<file path="config.mk">
export PLATFORM = sky130hd
export DESIGN_NAME = lux_avg_filter
export DESIGN_NICKNAME = d
export VERILOG_FILES = /design/src/rtl/lux_avg_filter.sv
export SDC_FILE = /design/constraint.sdc
export NUM_CORES = 1
export LEC_CHECK = 0
export CELL_PAD_IN_SITES_DETAIL_PLACEMENT = 1
export CELL_PAD_IN_SITES_GLOBAL_PLACEMENT = 2
export CORE_UTILIZATION = 38
export CTS_BUF_LIST = sky130_fd_sc_hd__clkbuf_16
export DETAILED_ROUTE_END_ITERATION = 10
export PLACE_DENSITY = 0.8
export SYNTH_ARGS = -nofsm -noshare
export SYNTH_HDL_FRONTEND = slang
export SYNTH_SLANG_ARGS = --single-unit
</file>
<file path="constraint.sdc">
create_clock -name clk -period 4.99 [get_ports clk]
set_input_delay 0.499 -clock clk [delete_from_list [all_inputs] [get_ports clk]]
set_output_delay 0.499 -clock clk [all_outputs]
set_load 0.05 [all_outputs]
</file>
<file path="src/rtl/lux_avg_filter.sv">
// Moving-average filter for lux samples over a 2^DEPTH_LOG2 window, emitting one average per sample.
// Optional spike rejection is compiled in with `define LUX_SPIKE_REJECT_EN.
module lux_avg_filter #(
  parameter int unsigned WIDTH       = 16,
  parameter int unsigned DEPTH_LOG2  = 3,
  parameter int unsigned SPIKE_DELTA = 16'd2000,
  parameter int unsigned SPIKE_LIMIT = 3
) (
  input  logic             clk,
  input  logic             rst_n,
  input  logic [WIDTH-1:0] lux_in,
  input  logic             lux_valid,
  input  logic             flush,
  output logic [WIDTH-1:0] lux_avg,
  output logic             avg_valid,
  output logic             primed,
  output logic             overrun,
  output logic [7:0]       reject_cnt
);

  localparam int unsigned Depth = 2 ** DEPTH_LOG2;
  localparam int unsigned SumW  = WIDTH + DEPTH_LOG2;

  typedef enum logic [1:0] {StIdle, StUpdate, StEmit} state_e;

  state_e                state_q, state_d;
  logic [WIDTH-1:0]      buf_q [Depth];
  logic [SumW-1:0]       sum_q;
  logic [DEPTH_LOG2-1:0] wr_ptr_q;
  logic [DEPTH_LOG2-1:0] fill_q;
  logic [WIDTH-1:0]      sample_q;
  logic [WIDTH-1:0]      lux_avg_q;
  logic                  avg_valid_q;
  logic                  primed_q;
  logic                  overrun_q;
  logic                  spike;
  logic                  accept;

`ifdef LUX_SPIKE_REJECT_EN
  logic [WIDTH-1:0] diff;
  logic [7:0]       reject_cnt_q;
  logic [7:0]       consec_q;

  always_comb begin
    diff  = (lux_in >= lux_avg_q) ? (lux_in - lux_avg_q) : (lux_avg_q - lux_in);
    // Once SPIKE_LIMIT rejections have piled up, the next outlier is taken as a real step.
    spike = primed_q && (diff > WIDTH'(SPIKE_DELTA)) && (consec_q < 8'(SPIKE_LIMIT));
  end

  always_ff @(posedge clk or negedge rst_n) begin
    if (!rst_n) begin
      reject_cnt_q <= '0;
      consec_q     <= '0;
    end else if (flush) begin
      reject_cnt_q <= '0;
      consec_q     <= '0;
    end else if (state_q == StIdle && lux_valid) begin
      if (spike) begin
        if (reject_cnt_q != 8'hff) reject_cnt_q <= reject_cnt_q + 8'd1;
        consec_q <= consec_q + 8'd1;
      end else begin
        consec_q <= '0;
      end
    end
  end

  assign reject_cnt = reject_cnt_q;
`else
  logic unused_spike_cfg;
  assign unused_spike_cfg = ^{SPIKE_DELTA, SPIKE_LIMIT};
  assign spike            = 1'b0;
  assign reject_cnt       = '0;
`endif

  assign accept = (state_q == StIdle) && lux_valid && !flush && !spike;

  always_comb begin
    state_d = state_q;
    if (flush) begin
      state_d = StIdle;
    end else begin
      unique case (state_q)
        StIdle:   if (accept) state_d = StUpdate;
        StUpdate: state_d = StEmit;
        StEmit:   state_d = StIdle;
        default:  state_d = StIdle;
      endcase
    end
  end

  always_ff @(posedge clk or negedge rst_n) begin
    if (!rst_n) state_q <= StIdle;
    else        state_q <= state_d;
  end

  always_ff @(posedge clk or negedge rst_n) begin
    if (!rst_n) begin
      for (int i = 0; i < Depth; i++) buf_q[i] <= '0;
      sum_q       <= '0;
      wr_ptr_q    <= '0;
      fill_q      <= '0;
      sample_q    <= '0;
      lux_avg_q   <= '0;
      avg_valid_q <= 1'b0;
      primed_q    <= 1'b0;
      overrun_q   <= 1'b0;
    end else if (flush) begin
      // lux_avg deliberately holds so the downstream detector keeps its last reading.
      for (int i = 0; i < Depth; i++) buf_q[i] <= '0;
      sum_q       <= '0;
      wr_ptr_q    <= '0;
      fill_q      <= '0;
      avg_valid_q <= 1'b0;
      primed_q    <= 1'b0;
      overrun_q   <= 1'b0;
    end else begin
      avg_valid_q <= 1'b0;
      if (lux_valid && state_q != StIdle) overrun_q <= 1'b1;
      if (accept) begin
        sample_q <= lux_in;
        if (!primed_q) begin
          fill_q <= fill_q + 1'b1;
          if (&fill_q) primed_q <= 1'b1;
        end
      end
      case (state_q)
        StUpdate: begin
          sum_q           <= sum_q + SumW'(sample_q) - SumW'(buf_q[wr_ptr_q]);
          buf_q[wr_ptr_q] <= sample_q;
          wr_ptr_q        <= wr_ptr_q + 1'b1;
        end
        StEmit: begin
          lux_avg_q   <= sum_q[SumW-1:DEPTH_LOG2];
          avg_valid_q <= primed_q;
        end
        default: ;
      endcase
    end
  end

  assign lux_avg   = lux_avg_q;
  assign avg_valid = avg_valid_q;
  assign primed    = primed_q;
  assign overrun   = overrun_q;

endmodule

</file>
==> out/qor.yml <==
power_and_ir_drop:
  p_sw_uw: 1700
  netSwitchingFraction_pct: 36.3
  pwr-share-comb_pct: 31.6
  internal_power_uw: 2990
  leakagePower_uw: 0.00466
  power_density_nw_per_um2: 433
  p_total_uw: 4690
  peakVddDrop_mv: 0.221
  power_frac_seq_pct: 38.0
  power.share.clock_pct: 30.3
outcome:
  status: "complete, but fails checks"
  violations: "DRC"
clocking:
  cts_sinks: 190
  cts_buffers: 17
  postCtsHoldBufs: 0
  ctsResizeCount: 0
  cts_setup_buffers: 0
  h-tree-depth: 4
  cts_buffer_depth: 2
  cts-root-buf: "clkbuf_16"
  cts_tree: "built"
  path_clk_slew_ps: 70
  clock_latency_ps: 430
route:
  wl_per_cell_microns: 21.2
  via_count: 7749
  antenna_left: 0
  drc_errors: 4
  drt_wl_total_microns: 30300
  viasPerCell: 5.42
  drt_pass1_iterations: 8
  drt_first_iter_violations: 566
worst_setup_path:
  crit_path_start_kind: "flip-flop"
  critPathArrivalTime_ps: 4550
  r2r_cells: 12
  critPathLaunch: "wr_ptr_q[1]"
  crit_fanout: 18
  r2r_start: "wr_ptr_q[1]"
  critPathCaptureType: "flip-flop"
  critPathKind: "reg -> reg"
  required_ps: 5310
floorplan:
  coreArea_sq_um: 25000
  die-area_sq_um: 26100
  start_util_pct: 38.6
  io_pins: 47
  num_rows: 58
  die_x_microns: 162
  fp.dieH_microns: 162
timing:
  clock_skew_ps: 13.9
  hold_viol_final: 0
  slew_violations: 0
  fin_setup_tns_ps: 0
  relSlewSlack_pct: 32.0
  rsz0062_at_grt: "no"
  setup_viol: 0
  fmax_ghz: 0.236
  min_period_ps: 4230
  finalCritPeriodShare_pct: 84.8
  worst_slew_pin_slew_ps: 1020
logic_synthesis:
  syn_inst: 1095
  synth.distinct_cells: 52
  async_flop_share_pct: 100
  yosys_warnings: 0
  synth_seq_cells: 190
  synth_top_flop_cell: "dfrtp_1"
  synth_edf_count: 0
  yosysSeqAreaShare_pct: 49.2
  syn_area_per_cell_sq_um: 8.83
  synth_area_sq_um: 9670
cells_and_area:
  final_layout_size_suffix_gt1_share_pct: 5.46
  n_fill_cell: 2879
  syn_to_final_growth_pct: 12.0
  final_cell_mix: "nand2_1 (313), dfrtp_1 (190), a21oi_1 (156), inv_1 (74), a22oi_1 (65)"
  post-route-util_pct: 43.3
  stdcell_count: 1429
  nNetsFinal: 1143
  final_common_cell: "nand2_1"
placement:
  port_buffers: 38
  dp.cells: 1396
  gp_congestion: 0.832
  dp_hpwl_microns: 19700
min_path:
  hold_class: "in -> async"
run:
  max-cap-violations: 0
global_route:
  antenna_found_initial: 0
  grt_use_total_pct: 24.5
  grt_pass1_vias: 8213
  grt_pass1_wl_microns: 48300
  grt_remaining_overflow: 0
  grt_max_degree: 108
## power groups by stage
| stage | combinational, uW | sequential (uW) | clock [uW] |
|---|---|---|---|
| 3_5_place_dp | 1480 | 1810 | 0 |
| 6_report | 1480 | 1780 | 1420 |
| 5_1_grt | 1650 | 1800 | 1510 |
| 4_1_cts | 1490 | 1780 | 1450 |
| 3_3_place_gp | 1460 | 1810 | 0 |
| 2_1_floorplan | 994 | 1840 | 0 |
## state kept, by name, indices dropped and copies added, names as in the netlist
signal,count
state_q,2
lux_avg,16
fill_q,3
wr_ptr_q,3
primed,1
buf_q,128
sample_q,16
sum_q,19
avg_valid,1
overrun,1
## through the flow
| step | setup WS [ps] | hold slack [ps] | area (sq um) |
|---|---|---|---|
| 5_1_grt | 475 | 237 | 10800 |
| 3_3_place_gp | 925 | 467 | 10200 |
| 6_report | 758 | 162 | 10800 |
| 3_5_place_dp | 798 | 477 | 10200 |
| 2_1_floorplan | 1290 | 203 | 9700 |
| 4_1_cts | 787 | 210 | 10800 |
## cells by family after synthesis
logic type,count (synthesis),synth area share [%]
AOI/OAI and AO/OA,278,17.2
muxes,18,2.07
adders and majority gates,38,6.16
and+or+nand+nor,398,17.6
xor gates and xnor gates,12,1.09
buffers and inverters,160,6.74
DFF,190,49.2
other,1,0.0388
## worst max-delay path, stage by stage, from the launching register on
cell      delay (ps)
dfrtp_1          580
and3b_1          810
a22oi_1          160
nand4_1          200
fa_1             480
fa_1             470
nand2b_1         250
a21o_1           200
and2_1           170
o31ai_1          340
a21oi_1          130
xnor2_1          140
a22o_1           190
## synthesized netlist by cell type (3+ instances only)
cell      instances  area share (%)
buf_4             8            0.62
xnor2_1          10            0.91
buf_1             3            0.12
inv_1            71             2.8
nand2_1         313              12
and3_1            5            0.32
o211ai_1          4            0.31
nand3_1           8            0.41
nand4_1          18             1.2
mux2_2            3            0.35
a211oi_1          4            0.31
nor3b_2           5            0.65
nor2_1           18            0.70
o21ai_1          11            0.57
o21ai_0          12            0.62
dfrtp_1         190              49
a22oi_1          65             5.0
mux2_1           13             1.5
ha_1             22             2.8
a21o_1           10            0.78
fa_1             16             3.3
clkbuf_1         61             2.4
nor3_1            5            0.26
and2_1            9            0.58
a21oi_1         156             8.1
nand2b_1          4            0.26
buf_2            17            0.88
o311ai_1          3            0.27
## final timing paths
kind / endpoint / slack (ps)
worst max-delay path: sum_q[14] / 760
worst min-delay path: state_q[0] / 160
worst max register to register: sum_q[14] / 760
worst min register to register: lux_avg[3] / 490
max in group asynchronous: buf_q[74] / 3710
min in group clk: lux_avg[3] / 490
## area by class of cell
| type | instances | area [sq um] | share of cell area [%] |
|---|---|---|---|
| flip-flops and latches | 190 | 4750 | 43.9 |
| multi-input cells | 752 | 4310 | 39.8 |
| repair buffers | 53 | 494 | 4.56 |
| clock buffers | 17 | 425 | 3.93 |
| well taps | 330 | 413 | 3.81 |
| inverters | 71 | 267 | 2.46 |
| clock inverters | 15 | 170 | 1.57 |
| diodes | 1 | 2.50 | 0.0231 |
## metal layers
layer	share of wire (%)	wire (microns)	vias up	global-route usage [%]
met5	0	0	-	0
met4	1.8	539	0	6.90
met3	3.1	931	37	3.47
met2	48	14600	134	40.7
met1	47	14200	3965	33.3
li1	-	-	3613	-
(Power assumes the default switching activity.)
